<file path="src/rtl/mp3_pkg.sv">
// Shared definitions for the MPEG-1 Layer III header parser: header field positions,
// sync pattern, bitrate / sample-rate lookup tables and the parser state encoding.
package mp3_pkg;

    localparam logic [10:0] SYNC = 11'h7FF;

    localparam int SYNC_LSB     = 21;
    localparam int VER_LSB      = 19;
    localparam int LAYER_LSB    = 17;
    localparam int PROT_BIT     = 16;
    localparam int BR_LSB       = 12;
    localparam int SR_LSB       = 10;
    localparam int PAD_BIT      = 9;
    localparam int MODE_LSB     = 6;
    localparam int MODE_EXT_LSB = 4;

    localparam logic [1:0] VER_MPEG1 = 2'b11;
    localparam logic [1:0] LAYER_III = 2'b01;

    // Layer III frame length numerator is 144 * bitrate in bit/s.
    localparam int BPS_X144_PER_KBPS = 144000;

    typedef enum logic [1:0] {
        ST_COLLECT = 2'd0,
        ST_CHECK   = 2'd1,
        ST_DIVIDE  = 2'd2,
        ST_DONE    = 2'd3
    } state_e;

    function automatic logic [8:0] bitrate_kbps(input logic [3:0] idx);
        case (idx)
            4'd1:    return 9'd32;
            4'd2:    return 9'd40;
            4'd3:    return 9'd48;
            4'd4:    return 9'd56;
            4'd5:    return 9'd64;
            4'd6:    return 9'd80;
            4'd7:    return 9'd96;
            4'd8:    return 9'd112;
            4'd9:    return 9'd128;
            4'd10:   return 9'd160;
            4'd11:   return 9'd192;
            4'd12:   return 9'd224;
            4'd13:   return 9'd256;
            4'd14:   return 9'd320;
            default: return 9'd0;
        endcase
    endfunction

    function automatic logic [15:0] sample_rate_hz(input logic [1:0] idx);
        case (idx)
            2'd0:    return 16'd44100;
            2'd1:    return 16'd48000;
            2'd2:    return 16'd32000;
            default: return 16'd0;
        endcase
    endfunction

endpackage

</file>
<file path="src/rtl/mp3_frame_divider.sv">
// Restoring divider, one quotient bit per cycle; start loads the operands and done
// pulses after exactly DIVIDEND_W iterations. The remainder is not exported.
module mp3_frame_divider #(
    parameter int DIVIDEND_W = 26,
    parameter int DIVISOR_W  = 16,
    parameter int QUOT_W     = 11
) (
    input  logic                  clk,
    input  logic                  rst,
    input  logic                  start_i,
    input  logic [DIVIDEND_W-1:0] dividend_i,
    input  logic [DIVISOR_W-1:0]  divisor_i,
    output logic                  busy_o,
    output logic                  done_o,
    output logic [QUOT_W-1:0]     quotient_o
);
    localparam int CNT_W = $clog2(DIVIDEND_W + 1);

    logic [DIVIDEND_W-1:0] quo_q, quo_d;
    logic [DIVISOR_W-1:0]  rem_q, rem_d;
    logic [DIVISOR_W-1:0]  dvs_q, dvs_d;
    logic [CNT_W-1:0]      cnt_q, cnt_d;
    logic                  done_q, done_d;
    logic [DIVISOR_W:0]    rem_shift;
    logic                  fits;

    // The dividend register doubles as the quotient: its MSB shifts into the
    // partial remainder while the new quotient bit enters at the LSB.
    always_comb begin
        rem_shift = {rem_q, quo_q[DIVIDEND_W-1]};
        fits      = (rem_shift >= {1'b0, dvs_q});
        quo_d     = quo_q;
        rem_d     = rem_q;
        dvs_d     = dvs_q;
        cnt_d     = cnt_q;
        done_d    = 1'b0;
        if (start_i) begin
            quo_d = dividend_i;
            rem_d = '0;
            dvs_d = divisor_i;
            cnt_d = CNT_W'(DIVIDEND_W);
        end else if (cnt_q != '0) begin
            rem_d  = fits ? (rem_shift[DIVISOR_W-1:0] - dvs_q) : rem_shift[DIVISOR_W-1:0];
            quo_d  = {quo_q[DIVIDEND_W-2:0], fits};
            cnt_d  = cnt_q - CNT_W'(1);
            done_d = (cnt_q == CNT_W'(1));
        end
    end

    always_ff @(posedge clk) begin
        if (rst) begin
            quo_q  <= '0;
            rem_q  <= '0;
            dvs_q  <= '0;
            cnt_q  <= '0;
            done_q <= 1'b0;
        end else begin
            quo_q  <= quo_d;
            rem_q  <= rem_d;
            dvs_q  <= dvs_d;
            cnt_q  <= cnt_d;
            done_q <= done_d;
        end
    end

    assign busy_o     = (cnt_q != '0);
    assign done_o     = done_q;
    assign quotient_o = quo_q[QUOT_W-1:0];

endmodule

</file>
<file path="src/rtl/mp3_header_parser.sv">
// MPEG-1 Layer III frame header parser: collects four header bytes, validates them and
// computes the frame length floor(144*bitrate/sample_rate) + padding.
module mp3_header_parser
    import mp3_pkg::*;
#(
    parameter int DIVIDEND_W = 26,
    parameter int DIVISOR_W  = 16
) (
    input  logic        clk,
    input  logic        rst,
    input  logic [7:0]  din,
    input  logic        din_v,
    output logic        busy,
    output logic        header_iv,
    output logic        header_err,
    output logic        overrun,
    output logic [1:0]  mode,
    output logic [1:0]  mode_ext,
    output logic        prot,
    output logic [1:0]  sr_idx,
    output logic        padding,
    output logic [10:0] frame_size,
    output logic [31:0] header_word,
    output logic [1:0]  dbg_state_o
);
    // din_v qualifies din with no back-pressure: a byte presented while busy is high
    // (including the DONE edge) is dropped and flagged on overrun one cycle later.

    state_e      state_q, state_d;
    logic [1:0]  idx_q, idx_d;
    logic [31:0] hdr_q, hdr_d;
    logic        busy_q, busy_d;
    logic        iv_q, iv_d;
    logic        err_q, err_d;
    logic        err_pend_q, err_pend_d;
    logic        ovr_q, ovr_d;
    logic [1:0]  mode_q, mode_d;
    logic [1:0]  mode_ext_q, mode_ext_d;
    logic        prot_q, prot_d;
    logic [1:0]  sr_idx_q, sr_idx_d;
    logic        pad_q, pad_d;
    logic [10:0] fsize_q, fsize_d;
    logic [31:0] word_q, word_d;

    logic                  hdr_ok;
    logic                  div_start;
    logic                  div_busy;
    logic                  div_done;
    logic [DIVIDEND_W-1:0] dividend;
    logic [DIVISOR_W-1:0]  divisor;
    logic [10:0]           quotient;

    assign hdr_ok = (hdr_q[SYNC_LSB +: 11] == SYNC)
                 && (hdr_q[VER_LSB +: 2] == VER_MPEG1)
                 && (hdr_q[LAYER_LSB +: 2] == LAYER_III)
                 && (hdr_q[BR_LSB +: 4] != 4'd0)
                 && (hdr_q[BR_LSB +: 4] != 4'd15)
                 && (hdr_q[SR_LSB +: 2] != 2'd3);

    assign dividend = DIVIDEND_W'(bitrate_kbps(hdr_q[BR_LSB +: 4])) * DIVIDEND_W'(BPS_X144_PER_KBPS);
    assign divisor  = DIVISOR_W'(sample_rate_hz(hdr_q[SR_LSB +: 2]));

    mp3_frame_divider #(
        .DIVIDEND_W (DIVIDEND_W),
        .DIVISOR_W  (DIVISOR_W),
        .QUOT_W     (11)
    ) u_divider (
        .clk        (clk),
        .rst        (rst),
        .start_i    (div_start),
        .dividend_i (dividend),
        .divisor_i  (divisor),
        .busy_o     (div_busy),
        .done_o     (div_done),
        .quotient_o (quotient)
    );

    always_comb begin
        state_d    = state_q;
        idx_d      = idx_q;
        hdr_d      = hdr_q;
        busy_d     = busy_q;
        iv_d       = 1'b0;
        err_d      = err_pend_q;
        err_pend_d = 1'b0;
        ovr_d      = din_v && busy_q;
        mode_d     = mode_q;
        mode_ext_d = mode_ext_q;
        prot_d     = prot_q;
        sr_idx_d   = sr_idx_q;
        pad_d      = pad_q;
        fsize_d    = fsize_q;
        word_d     = word_q;
        div_start  = 1'b0;

        // A rejected header keeps busy up for one extra cycle so the error pulse
        // and the busy fall land on the same edge.
        if (err_pend_q) begin
            busy_d = 1'b0;
        end

        case (state_q)
            ST_COLLECT: begin
                if (din_v && !busy_q) begin
                    hdr_d = {hdr_q[23:0], din};
                    idx_d = idx_q + 2'd1;
                    if (idx_q == 2'd3) begin
                        state_d = ST_CHECK;
                        busy_d  = 1'b1;
                    end
                end
            end
            ST_CHECK: begin
                if (hdr_ok) begin
                    div_start = !div_busy;
                    state_d   = ST_DIVIDE;
                end else begin
                    err_pend_d = 1'b1;
                    state_d    = ST_COLLECT;
                end
            end
            ST_DIVIDE: begin
                if (div_done) begin
                    state_d = ST_DONE;
                end
            end
            ST_DONE: begin
                iv_d       = 1'b1;
                busy_d     = 1'b0;
                mode_d     = hdr_q[MODE_LSB +: 2];
                mode_ext_d = hdr_q[MODE_EXT_LSB +: 2];
                prot_d     = hdr_q[PROT_BIT];
                sr_idx_d   = hdr_q[SR_LSB +: 2];
                pad_d      = hdr_q[PAD_BIT];
                fsize_d    = quotient + {10'd0, hdr_q[PAD_BIT]};
                word_d     = hdr_q;
                state_d    = ST_COLLECT;
            end
            default: state_d = ST_COLLECT;
        endcase
    end

    always_ff @(posedge clk) begin
        if (rst) begin
            state_q    <= ST_COLLECT;
            idx_q      <= '0;
            hdr_q      <= '0;
            busy_q     <= 1'b0;
            iv_q       <= 1'b0;
            err_q      <= 1'b0;
            err_pend_q <= 1'b0;
            ovr_q      <= 1'b0;
            mode_q     <= '0;
            mode_ext_q <= '0;
            prot_q     <= 1'b0;
            sr_idx_q   <= '0;
            pad_q      <= 1'b0;
            fsize_q    <= '0;
            word_q     <= '0;
        end else begin
            state_q    <= state_d;
            idx_q      <= idx_d;
            hdr_q      <= hdr_d;
            busy_q     <= busy_d;
            iv_q       <= iv_d;
            err_q      <= err_d;
            err_pend_q <= err_pend_d;
            ovr_q      <= ovr_d;
            mode_q     <= mode_d;
            mode_ext_q <= mode_ext_d;
            prot_q     <= prot_d;
            sr_idx_q   <= sr_idx_d;
            pad_q      <= pad_d;
            fsize_q    <= fsize_d;
            word_q     <= word_d;
        end
    end

    assign busy        = busy_q;
    assign header_iv   = iv_q;
    assign header_err  = err_q;
    assign overrun     = ovr_q;
    assign mode        = mode_q;
    assign mode_ext    = mode_ext_q;
    assign prot        = prot_q;
    assign sr_idx      = sr_idx_q;
    assign padding     = pad_q;
    assign frame_size  = fsize_q;
    assign header_word = word_q;
    assign dbg_state_o = state_q;

endmodule

</file>
<file path="config.mk">
export PLATFORM = sky130hd
export DESIGN_NAME = mp3_header_parser
export DESIGN_NICKNAME = d
export VERILOG_FILES = /design/src/rtl/mp3_pkg.sv /design/src/rtl/mp3_frame_divider.sv /design/src/rtl/mp3_header_parser.sv
export SDC_FILE = /design/constraint.sdc
export NUM_CORES = 1
export LEC_CHECK = 0
export BUFFER_PORTS_ARGS = -buffer_cell sky130_fd_sc_hd__buf_2
export CAP_MARGIN = 20
export CORE_ASPECT_RATIO = 0.9
export CORE_MARGIN = 2
export CORE_UTILIZATION = 27
export CTS_CLUSTER_SIZE = 14
export DETAILED_ROUTE_END_ITERATION = 10
export GPL_TIMING_DRIVEN = 1
export HOLD_SLACK_MARGIN = 0.08
export PLACE_DENSITY = 0.55
export SETUP_SLACK_MARGIN = 0.15
export SLEW_MARGIN = 15
export SYNTH_ARGS = -nofsm -noshare
export SYNTH_HDL_FRONTEND = slang
export SYNTH_HIERARCHICAL = 1
export SYNTH_SLANG_ARGS = --single-unit
</file>
<file path="constraint.sdc">
create_clock -name clk -period 3.3 [get_ports clk]
set_input_delay 0.33 -clock clk [delete_from_list [all_inputs] [get_ports clk]]
set_output_delay 0.33 -clock clk [all_outputs]
set_load 0.03 [all_outputs]
</file>
Word level (Yosys, flattened, before mapping)

Memories as Yosys holds them, arrays and structs flattened. A register that Yosys moved wholly into a read port is not among the register bits.
Index checks and enable logic that the tools add are counted.

Input port bits: 11
Bits in read-only memories: 96
Memories: 1
Output and inout bits: 57
Register bits after elaboration: 156

Memory list:

| name            | depth | width | rd ports | clocked after Yosys merged registers in | write ports | RTL line      | RTL |
|---|---|---|---|---|---|---|---|
| (no name shown) | 16    | 6     | 1        | 1                                       | 0           | mp3_pkg.sv:31 | `case (idx)` |

Magnitude comparators: 1
Multiply operators: 1
Add/sub/neg operators: 4
Mux-type cells: 21
Equal/unequal tests: 15
Reduce and logical (&&, ||, !) cells: 19
Bitwise operators: 2

Operators with widths:

| kind                                                                  | count |
|---|---|
| 26-bit two-way mux                                                    | 2 |
| 16-bit case mux with 3 select lines                                   | 1 |
| 9-bit by 11-bit multiplier with 19-bit output, second input constant  | 1 |
| 17-bit by 16-bit >= comparator with 1-bit output                      | 1 |
| 16-bit two-way mux                                                    | 1 |
| 16-bit subtractor                                                     | 1 |
| 11-bit by 1-bit adder with 11-bit output                              | 1 |
| 11-bit equality test, second input constant                           | 1 |
| 2-bit equality test, second input constant                            | 5 |
| 5-bit two-way mux                                                     | 2 |
| 2-bit two-way mux                                                     | 4 |
| 4-bit two-way mux                                                     | 2 |
| 2-bit case mux with 4 select lines                                    | 1 |
| 1-bit logical AND                                                     | 7 |
| 1-bit two-way mux                                                     | 7 |
| 2-bit by 1-bit equality test with 1-bit output, second input constant | 3 |
| 2-bit != test, second input constant                                  | 3 |
| 5-bit by 1-bit equality test with 1-bit output, second input constant | 1 |
| 5-bit nonzero test                                                    | 1 |
| 5-bit by 1-bit subtractor with 5-bit output, second input constant    | 1 |
| 2-bit zero test                                                       | 2 |
| 4-bit != test, second input constant                                  | 1 |
| 4-bit nonzero test                                                    | 1 |
| 2-bit OR reduction                                                    | 2 |
| 9 further kinds                                                       | 11 |

Longest topological paths before layout

Gate-level depths: netlist of the first run.

Depth in word-level cells: 9
Gate-level depth with buffers: 14
Mapped depth without buffers: 14

Hierarchy

The synthesis of the first run kept the hierarchy.

Modules (own cells, without submodules):

| module            | instances | area each (µm²) | cells each |
|---|---|---|---|
| mp3_header_parser | 1         | 4,578.1         | 507 |
| mp3_frame_divider | 1         | 3,712.3         | 481 |

Least setup slack after synthesis of the first run

OpenSTA, ideal clock, no wires.

Path type: register to register
Start: register dividend[10] (netlist name)
End: register u_divider.quo_q[24]
Path slack: -0.029 ns
Cell stages (with the launch flop): 13
Data arrival time: 3.201 ns
Path buffers: 0
Required time: 3.172 ns
Period minus slack after synthesis: 3.329 ns
Cells stage by stage: dfxtp_1 -> ha_1 -> fa_1 -> fa_1 -> ha_1 -> ha_1 -> and3_1 -> a221o_1 -> o22ai_1 -> o21bai_1 -> xor2_1 -> a21oi_1 -> nor2_1

RTL lines:

| what                   | RTL line                | RTL |
|---|---|---|
| end signal: assignment | mp3_frame_divider.sv:58 | `quo_q <= quo_d;` |
| end: declaration       | mp3_frame_divider.sv:19 | `logic [DIVIDEND_W-1:0] quo_q, quo_d;` |

==> results of run 1 <==
cell usage after synthesis, types with 2 or more instances:
library cell,instances
o21bai_1,2
and4b_1,2
a211oi_1,9
a21oi_1,121
xnor2_1,17
xor2_1,10
nor3_1,9
a21oi_2,3
nand4_1,14
buf_6,5
o211ai_1,5
o21ai_0,19
dfxtp_1,154
nand2b_1,5
o22ai_1,3
mux2i_1,64
o31ai_1,5
a311oi_1,3
inv_1,45
buf_4,20
and3_1,4
buf_1,8
nor2_1,125
nor2b_1,6
or2_1,2
nand2_1,147
fa_1,6
nand3b_1,3
or2_2,2
buf_2,5
or4_1,4
a21o_1,4
ha_1,75
a311o_2,2
or3_1,6
nand3_1,13
clkbuf_1,33
o21a_1,4
critical path, cell delays in order, from the launching register on:
cell	delay (ns)
dfxtp_2	0.34
ha_4	0.24
fa_2	0.36
fa_1	0.57
ha_4	0.22
ha_4	0.22
and3_4	0.17
a221o_1	0.32
o22ai_2	0.16
o21bai_1	0.10
xor2_1	0.14
a21oi_1	0.13
nor2_1	0.05
state kept, by name, summed over array words and instances, names as in the netlist, named ones only:
signal and count:
busy 1, dbg_state_o 1, dividend 2, err_d 1, frame_size 11, hdr_q 32
header_err 1, header_iv 1, header_word 29, idx_q 2, mode 1, mode_ext 1
overrun 1, sr_idx 1, u_divider/cnt_q 5, u_divider/done_o 1, u_divider/dvs_q 16, u_divider/quo_q 26
u_divider/rem_q 16
routing by layer:
| metal | global-route usage | wire length [µm] | up-vias |
|---|---|---|---|
| li1 | - | - | 3431 |
| met1 | 0.170 | 9870 | 3073 |
| met2 | 0.175 | 8060 | 103 |
| met3 | 0.0262 | 708 | 14 |
| met4 | 0.0391 | 253 | 0 |
| met5 | 0 | 0 | - |
final cells by class:
cell class	count	area, µm²
repair buffers	92	538
flip-flops and latches	154	3090
clock inverters	15	200
inverters	46	185
well taps	403	504
clock buffers	17	425
fillers	3143	20300
multi-input cells	729	4800
where the power goes:
part | total (µW) | internal, µW | switching, µW
logic | 2280 | 905 | 1370
registers | 2140 | 2010 | 132
clock network | 2000 | 1030 | 962
through the flow:
step / utilization / instance area (µm²) / hold WS, ns / power (µW) / worst slack (ns)
6_report: 0.324 / 9740 / 0.132 / 6410 / 0.170
5_1_grt: 0.324 / 9740 / 0.116 / 6830 / 0.0367
4_1_cts: 0.324 / 9720 / 0.111 / 6450 / 0.102
3_5_place_dp: 0.301 / 9020 / 0.435 / 4410 / 0.0252
3_3_place_gp: 0.301 / 9020 / 0.440 / 4400 / 0.0528
2_1_floorplan: - / 8390 / 0.416 / 4010 / 0.165
kinds of logic (layout without fill, tap and decap cells):
kind of cell | after synthesis | count (layout) | share of synthesized area
other cells | 1 | 15 | 0.000452
xor+xnor | 27 | 27 | 0.0285
buf+inv | 119 | 170 | 0.0724
compound gates | 192 | 192 | 0.138
mux | 65 | 65 | 0.0786
simple gates | 349 | 349 | 0.182
flops | 154 | 154 | 0.372
fa+ha+maj | 81 | 81 | 0.128
worst paths after layout:
check / endpoint / slack [ns] / depth (start not counted)
max: u_divider/quo_q[24]$_SDFFE_PP0P_ / 0.17 / 12
min: hdr_q[4]$_SDFFE_PP0P_ / 0.13 / 3
max reg2reg: u_divider/quo_q[24]$_SDFFE_PP0P_ / 0.17 / 12
min reg2reg: header_err$_SDFF_PP0_ / 0.44 / 2
what timing repair did:
item	CTS	global route
buffers inserted	1	0
resized for setup	10	4
endpoints found under the setup margin	4	5
pin swaps	10	3
==> results by group, run 1 <==
Status
  • Outcome: complete, no violations

STA
  • RSZ-0062 raised after global routing: true
  • Final setup TNS: 0 ns
  • Fmax: 319 MHz
  • Final Cycle Share: 0.949
  • Minimum clock period: 3.13 ns
  • Hold Fails Final Rpt: 0
  • Clock Skews: 0.0152 ns
  • Worst-Margin Slew: 0.765 ns
  • Relative slew slack: 0.490
  • Final setup vio count: 0
  • Final Max Tran Viols: 0

Worst setup path
  • Setup crit end kind: register
  • Critical Path RT: 3.61 ns
  • Crit-path max FO: 3
  • Crit path launch type: register
  • Setup CP Type: register to register
  • Worst endpoint data arrival time: 3.44 ns
  • Crit path launch: dividend[10]$_SDFF_PP0_
  • Launching point of the worst reg2reg path: dividend[10]$_SDFF_PP0_

Yosys
  • Sequential share of the synthesized area: 0.372
  • Flop and latch count out of synthesis: 154
  • Area leader, netlist: dfxtp_1
  • Syn Std Cell Area: 8290 µm²
  • Mapped Cells: 988
  • Syn avg cell area: 8.39 µm²
  • Ys flop type: dfxtp_1
  • Yosys top cell area share: 0.372
  • Synth top area cells: dfxtp_1 (37%), ha_1 (11%), mux2i_1 (7.7%)
  • Ys Warns: 6
  • Post-synth ARST share: 0
  • Post-synth EDFFs: 0
  • Distinct cells, synth: 62

Clock network
  • Root Driver: clkbuf_16
  • Clk sinks: 154
  • CTS max path bufs: 2
  • Clk pin slew, worst setup/hold paths: 0.07 ns
  • Latest clock arrival within the worst-skew pair: 0.44 ns
  • # hold bufs at CTS: 0
  • CTS Buf Count: 17
  • CTS tree: built
  • H-tree depth: 4

Drt
  • Drt drc: 0
  • Final WL: 18900 µm
  • Wire length per cell: 13.0 µm
  • Post-DRT Antenna Nets: 0
  • Initial DRC count: 380
  • Via density: 4.55
  • Via count: 6621
  • First-pass DRT Iterations: 4

Finish
  • Commonest non-fill, non-tap cell in the layout: dfxtp_1
  • Layout cells sized above 1: 0.152
  • Antenna diodes: 0
  • Most frequent cells in the layout: dfxtp_1 (151), nand2_1 (147), nor2_1 (124)
  • Nets: 1132
  • Post-route non-filler standard cell count: 1456
  • Area Growth Syn to Fin: 17.5%

Global route
  • Gr usage total: 0.119
  • Vias in the first global route: 6058
  • First-pass GRT wire length: 30900 µm
  • Grt ovf: 0
  • Largest net degree at the start of global routing: 61
  • Initial antenna violation count: 0

Floorplan
  • Starting density of the core: 0.276
  • Row count: 60
  • Die ar.: 32100 µm²
  • Ports: 68
  • Die width: 189 µm
  • Die height: 170 µm
  • Core Area: 30000 µm²

Job
  • Max cap viols: 0

Worst hold path
  • HP Class: input port to register
  • Hold path startpoint: din[4]

Place
  • Post-DP HPWL: 13300 µm
  • Placed cells: 1423
  • GP Congestion: 0.824
  • Port-buffer cells: 67

Power and ir drop
  • Pleak: 0.00397 µW
  • Pwr dens: 658 nW/µm²
  • VDD IR max: 465 µV
(Power assumes the default switching activity.)
==> run 2: changes to the inputs <==
- CORE_UTILIZATION: 27 -> 25
- PLACE_DENSITY: 0.55 -> 0.52
==> results by group, run 2 (synthesis gave the netlist of run 1 again) <==
Status
  • Outcome: complete, no violations

Drt
  • Final WL: 19100 µm (+1.1%)
  • Wire length per cell: 13.0 µm (about the same)
  • Initial DRC count: 351 (-7.6%)
  • Drt drc: 0 (unchanged)
  • Post-DRT Antenna Nets: 0 (unchanged)
  • Via count: 6609 (-0.18%)
  • First-pass DRT Iterations: 5 (+1)
  • Via density: 4.49 (-1.3%)

Global route
  • Largest net degree at the start of global routing: 82 (+34%)
  • Grt ovf: 0 (unchanged)
  • Vias in the first global route: 6141 (+1.4%)
  • Initial antenna violation count: 0 (unchanged)
  • First-pass GRT wire length: 31700 µm (+2.4%)
  • Gr usage total: 0.114 (-0.00504)

Worst setup path
  • Launching point of the worst reg2reg path: dividend[11]$_DFF_P_
  • Crit-path max FO: 4 (+1)
  • Crit-path cells: ha_4, fa_2, fa_1, ha_4, ha_4, and3_4, a221o_1, o22ai_2, o21bai_1, xor2_1, a21oi_1, nor2_1
  • Critical Path RT: 3.60 ns (about the same)
  • RR Endpoint: u_divider/quo_q[24]$_SDFFE_PP0P_
  • Slowest stage cell, crit path: fa_1
  • Worst endpoint data arrival time: 3.41 ns (-0.03 ns)
  • Buf+Inv Stages, Crit Path: 0 (unchanged)
  • Crit-path max cell delay: 0.53 ns (-0.04 ns)
  • Crit path launch type: register
  • Crit path top cell by count: ha_4
  • Setup CP Type: register to register
  • R2r setup slk: 0.19 ns (+0.02 ns)
  • Crit path max-delay family: adder cells
  • Setup crit end kind: register
  • Crit path launch: dividend[11]$_DFF_P_
  • Worst r2r path cells: 12 (unchanged)

Clock network
  • Clk pin slew, worst setup/hold paths: 0.06 ns (about the same)
  • Setup Buffers After CTS: 0 (-1)
  • H-tree depth: 4 (unchanged)
  • Root Driver: clkbuf_16
  • CTS tree: built
  • Clk sinks: 154 (unchanged)
  • CTS max path bufs: 2 (unchanged)
  • CTS Buf Count: 17 (unchanged)
  • Latest clock arrival within the worst-skew pair: 0.43 ns (about the same)

Worst hold path
  • Hold EP: hdr_q[3]$_SDFFE_PP0P_
  • Hold path startpoint: din[3]
  • HP Class: input port to register
  • Hold Path Depth: 3 (unchanged)

Place
  • GP Congestion: 0.789 (-4.3%)
  • Port-buffer cells: 67 (unchanged)
  • Post-DP HPWL: 13500 µm (+1.7%)
  • Dpl cell area: 9030 µm² (about the same)

Floorplan
  • Starting density of the core: 0.253 (-0.0233)
  • Die ar.: 34600 µm² (+7.8%)
  • Row count: 63 (+5.0%)
  • Die width: 196 µm (+3.8%)
  • Die height: 177 µm (+3.8%)
  • Ports: 68 (unchanged)
  • Core Area: 32800 µm² (+9.2%)

STA
  • Final Max Tran Viols: 0 (unchanged)
  • Final Cycle Share: 0.942 (-0.00675)
  • Minimum clock period: 3.11 ns (-0.0223 ns)
  • Hold Fails Final Rpt: 0 (unchanged)
  • Final setup vio count: 0 (unchanged)
  • Final setup TNS: 0 ns (unchanged)
  • Relative slew slack: 0.482 (-0.00806)
  • Clock Skews: 0.0124 ns (-0.00277 ns)
  • Worst-Margin Slew: 0.777 ns (+0.0121 ns)
  • Fmax: 322 MHz (+0.72%)
  • RSZ-0062 raised after global routing: true

Finish
  • Filler Cell Count: 3516 (+12%)
  • Most frequent cells in the layout: dfxtp_1 (151), nand2_1 (147), nor2_1 (124)
  • Nets: 1129 (-0.27%)
  • Commonest non-fill, non-tap cell in the layout: dfxtp_1
  • Most flop-heavy register: hdr_q
  • Antenna diodes: 0 (unchanged)
  • Max reg flops: 32 (unchanged)
  • Post-route cell area: 9720 µm² (-0.27%)
  • Layout cells sized above 1: 0.151 (-0.000518)
  • Area Growth Syn to Fin: 17.2%

Power and ir drop
  • Power Internal: 3980 µW (+0.89%)
  • Sequential group share of total power: 0.338 (+0.005)
  • Clock network power share: 0.302 (-0.009)
  • Combinational Power Share: 0.361 (+0.006)
  • Pleak: 0.00394 µW (-0.79%)
  • Total net switching power: 2350 µW (-4.7%)
  • Tot Pwr: 6330 µW (-1.3%)
  • VDD IR max: 343 µV (-26%)
  • Pwr dens: 652 nW/µm² (-1.0%)
  • Sw Share: 0.371 (-0.0135)

Job
  • Max cap viols: 0 (unchanged)
run 2: worst max path at each step:
stage,cells after the start,endpoint,slack [ns]
6_report,12,u_divider/quo_q[24]$_SDFFE_PP0P_,0.19
3_5_place_dp,13,u_divider/quo_q[23]$_SDFFE_PP0P_,0.03
4_1_cts,13,u_divider/quo_q[23]$_SDFFE_PP0P_,0.13
2_1_floorplan,12,u_divider/quo_q[24]$_SDFFE_PP0P_,0.17
3_3_place_gp,13,u_divider/quo_q[23]$_SDFFE_PP0P_,0.03
5_1_grt,12,u_divider/quo_q[24]$_SDFFE_PP0P_,0.05
run 2: per-stage QoR:
stage | cells | setup slack, ns | hold slack (ns) | utilization
CTS | 1472 | 0.132 | 0.116 | 0.294
global placement | 1440 | 0.0325 | 0.434 | 0.275
global route | 1472 | 0.0510 | 0.127 | 0.296
floorplan | 1002 | 0.165 | 0.416 | -
finish | 1472 | 0.192 | 0.142 | 0.296
detailed placement | 1440 | 0.0314 | 0.433 | 0.275
run 2: layer usage:
metal,global-route usage,routed length [µm],share of wire
met3,0.0292,636,0.033
met4,0.0284,150,0.0079
met1,0.162,9980,0.52
met5,0,0,0
met2,0.170,8320,0.44
run 2: power groups by stage:
stage | clock network [µW] | registers [µW] | logic (µW)
detailed placement | 0 | 2170 | 2260
global route | 2060 | 2160 | 2550
global placement | 0 | 2170 | 2240
finish | 1910 | 2140 | 2280
CTS | 1970 | 2130 | 2280
floorplan | 0 | 2150 | 1860
run 2: layout make-up:
class                           instances  area, µm²  area share
Multi-Input combinational cell        729       4830       0.497
Sequential cell                       154       3090       0.318
Tap cell                              422        528      0.0543
Timing Repair Buffer                   89        515      0.0531
Clock buffer                           18        439      0.0452
Inverter                               46        185      0.0191
Clock inverter                         14        131      0.0135
run 2: worst min-delay path: stages:
cell and delay [ns]:
buf_2 0.10, nand2_1 0.04, a21oi_1 0.05
run 2: repair_timing:
| action | in CTS | in global routing |
|---|---|---|
| resized for setup | 8 | 9 |
| endpoints found under the hold margin | 0 | 0 |
| hold buffers | 0 | 0 |
| pin swaps | 3 | 5 |
| gates cloned | 0 | 0 |
| endpoints found under the setup margin | 4 | 4 |
==> run 3: changes to the inputs <==
- CORE_UTILIZATION: 25 -> 50
- PLACE_DENSITY: 0.52 -> 0.82
==> results by group, run 3 (synthesis gave the netlist of run 1 again) <==
Status
  • Outcome: complete, no violations

Finish
  • Nets: 1131 (+0.18%)
  • Most frequent cells in the layout: dfxtp_1 (151), nand2_1 (147), nor2_1 (124)
  • Area Growth Syn to Fin: 15.1%
  • Post-route cell area: 9540 µm² (-1.8%)
  • Post-route non-filler standard cell count: 1259 (-14%)
  • Layout cells sized above 1: 0.153 (+0.00161)
  • Commonest non-fill, non-tap cell in the layout: dfxtp_1
  • Antenna diodes: 0 (unchanged)
  • Layout Utilization: 0.589 (+0.293)
  • Most flop-heavy register: hdr_q
  • Max reg flops: 32 (unchanged)

Global route
  • Grt ovf: 0 (unchanged)
  • Gr usage total: 0.205 (+0.0918)
  • Initial antenna violation count: 0 (unchanged)
  • Largest net degree at the start of global routing: 81 (-1.2%)
  • Vias in the first global route: 6224 (+1.4%)
  • First-pass GRT wire length: 29900 µm (-5.6%)

Worst setup path
  • Crit-path cells: ha_4, fa_2, fa_1, ha_4, ha_4, and3_1, a221o_1, o22ai_2, o21bai_1, xor2_1, a21oi_1, nor2_1
  • Worst r2r path cells: 12 (unchanged)
  • Crit path top cell by count: ha_4
  • Slowest stage cell, crit path: fa_1
  • Setup crit end kind: register
  • Crit-path max FO: 4 (unchanged)
  • CP Depth: 12 (unchanged)
  • Crit-path max cell delay: 0.48 ns (-0.05 ns)
  • Crit path launch type: register
  • Buf+Inv Stages, Crit Path: 0 (unchanged)
  • Setup CP Type: register to register
  • Crit path max-delay family: adder cells
  • Critical Path RT: 3.59 ns (about the same)
  • Worst endpoint data arrival time: 3.41 ns (about the same)

STA
  • Fmax: 320 MHz (-0.54%)
  • Worst-Margin Slew: 0.828 ns (+0.0507 ns)
  • Final Cycle Share: 0.947 (+0.00515)
  • Final Max Tran Viols: 0 (unchanged)
  • Final setup TNS: 0 ns (unchanged)
  • Minimum clock period: 3.13 ns (+0.0170 ns)
  • Final setup vio count: 0 (unchanged)
  • Hold Fails Final Rpt: 0 (unchanged)
  • Clock Skews: 0.0172 ns (+0.00482 ns)
  • Relative slew slack: 0.448 (-0.0338)
  • RSZ-0062 raised after global routing: true

Place
  • Dpl cell area: 8790 µm² (-2.7%)
  • Placed cells: 1225 (-15%)
  • Port-buffer cells: 67 (unchanged)
  • GP Congestion: 0.875 (+11%)
  • Post-DP HPWL: 12300 µm (-8.7%)

Clock network
  • Clk sinks: 154 (unchanged)
  • Root Driver: clkbuf_16
  • Clk pin slew, worst setup/hold paths: 0.07 ns (about the same)
  • CTS tree: built
  • H-tree depth: 4 (unchanged)
  • CTS max path bufs: 2 (unchanged)
  • # hold bufs at CTS: 0 (unchanged)
  • Latest clock arrival within the worst-skew pair: 0.44 ns (about the same)
  • CTS Buf Count: 17 (unchanged)

Power and ir drop
  • VDD IR max: 497 µV (+45%)
  • Total net switching power: 2450 µW (+4.3%)
  • Sw Share: 0.381 (+0.00981)
  • Pwr dens: 674 nW/µm² (+3.4%)
  • Combinational Power Share: 0.362 (about the same)
  • Sequential group share of total power: 0.332 (-0.006)
  • Power Internal: 3980 µW (about the same)
  • Clock network power share: 0.306 (+0.004)
  • Pleak: 0.00397 µW (+0.82%)

Drt
  • Via count: 6831 (+3.4%)
  • Drt drc: 0 (unchanged)
  • Initial DRC count: 597 (+70%)
  • Post-DRT Antenna Nets: 0 (unchanged)
  • Wire length per cell: 14.5 µm (+12%)
  • First-pass DRT Iterations: 5 (unchanged)
  • Final WL: 18200 µm (-4.5%)
  • Via density: 5.43 (+21%)

Floorplan
  • Core Area: 16200 µm² (-51%)
  • Die width: 140 µm (-29%)
  • Die ar.: 17600 µm² (-49%)
  • Die height: 126 µm (-29%)
  • Row count: 44 (-30%)
  • Ports: 68 (unchanged)
  • Starting density of the core: 0.512 (+0.259)

Worst hold path
  • HP Class: input port to register
  • Hold Path Depth: 3 (unchanged)

Job
  • Max cap viols: 0 (unchanged)
==> run 3: cell types whose count changed in the layout (fill, tap and decap cells not counted), moves of 2 or more <==
cell / before / now
buf_12: 1 / 3
clkinvlp_4: 2 / 0
inv_6: 5 / 1
inv_8: 2 / 6
clkinv_2: 4 / 0
clkinv_8: 1 / 7
clkinv_4: 0 / 2
==> run 3: metal layers <==
metal / up-vias / global-route usage / wire (µm)
li1: 3431 / - / -
met1: 3194 / 0.279 / 8420
met2: 174 / 0.327 / 8350
met3: 32 / 0.0426 / 1030
met4: 0 / 0.0706 / 427
met5: - / 0 / 0
==> run 3: worst min-delay path, delay by kind of cell <==
kind / cells / cell delay [ns]
buffers and inverters: 1 / 0.10
AND/OR/NAND/NOR: 1 / 0.05
AO/OA/AOI/OAI: 1 / 0.05
==> run 3: power groups by stage <==
stage / Clock (µW) / Combinational [µW] / Sequential (µW)
detailed placement: 0 / 2240 / 2170
finish: 1970 / 2330 / 2140
global placement: 0 / 2180 / 2160
floorplan: 0 / 1860 / 2150
global route: 2080 / 2570 / 2160
CTS: 2000 / 2290 / 2130
==> run 3: worst paths after layout <==
check                                      to            startpoint  slack [ns]
min                     hdr_q[1]$_SDFFE_PP0P_                din[1]        0.14
max reg2reg  u_divider/quo_q[24]$_SDFFE_PP0P_  dividend[11]$_DFF_P_        0.17
min reg2reg             header_err$_SDFF_PP0_      err_d$_SDFF_PP0_        0.46
max          u_divider/quo_q[24]$_SDFFE_PP0P_  dividend[11]$_DFF_P_        0.17
==> run 3: timing repair <==
action,CTS,global route
gates resized for setup,12,5
cloned,0,0
pin swaps,10,9
setup endpoints to repair,4,5
setup buffers,2,0
==> run 3: metrics by stage <==
stage | power, µW | setup WS (ns) | hold slack, ns
finish | 6430 | 0.175 | 0.139
global route | 6800 | 0.0355 | 0.147
CTS | 6420 | 0.153 | 0.123
detailed placement | 4410 | 0.00666 | 0.456
global placement | 4350 | 0.0620 | 0.432
floorplan | 4010 | 0.165 | 0.416
==> run 3: layout make-up <==
class                           count  area (µm²)
Clock buffer                       17         425
Sequential cell                   154        3090
Timing Repair Buffer               91         556
Tap cell                          207         259
Clock inverter                     15         191
Inverter                           46         185
Fill cell                        1331        6650
Multi-Input combinational cell    729        4830
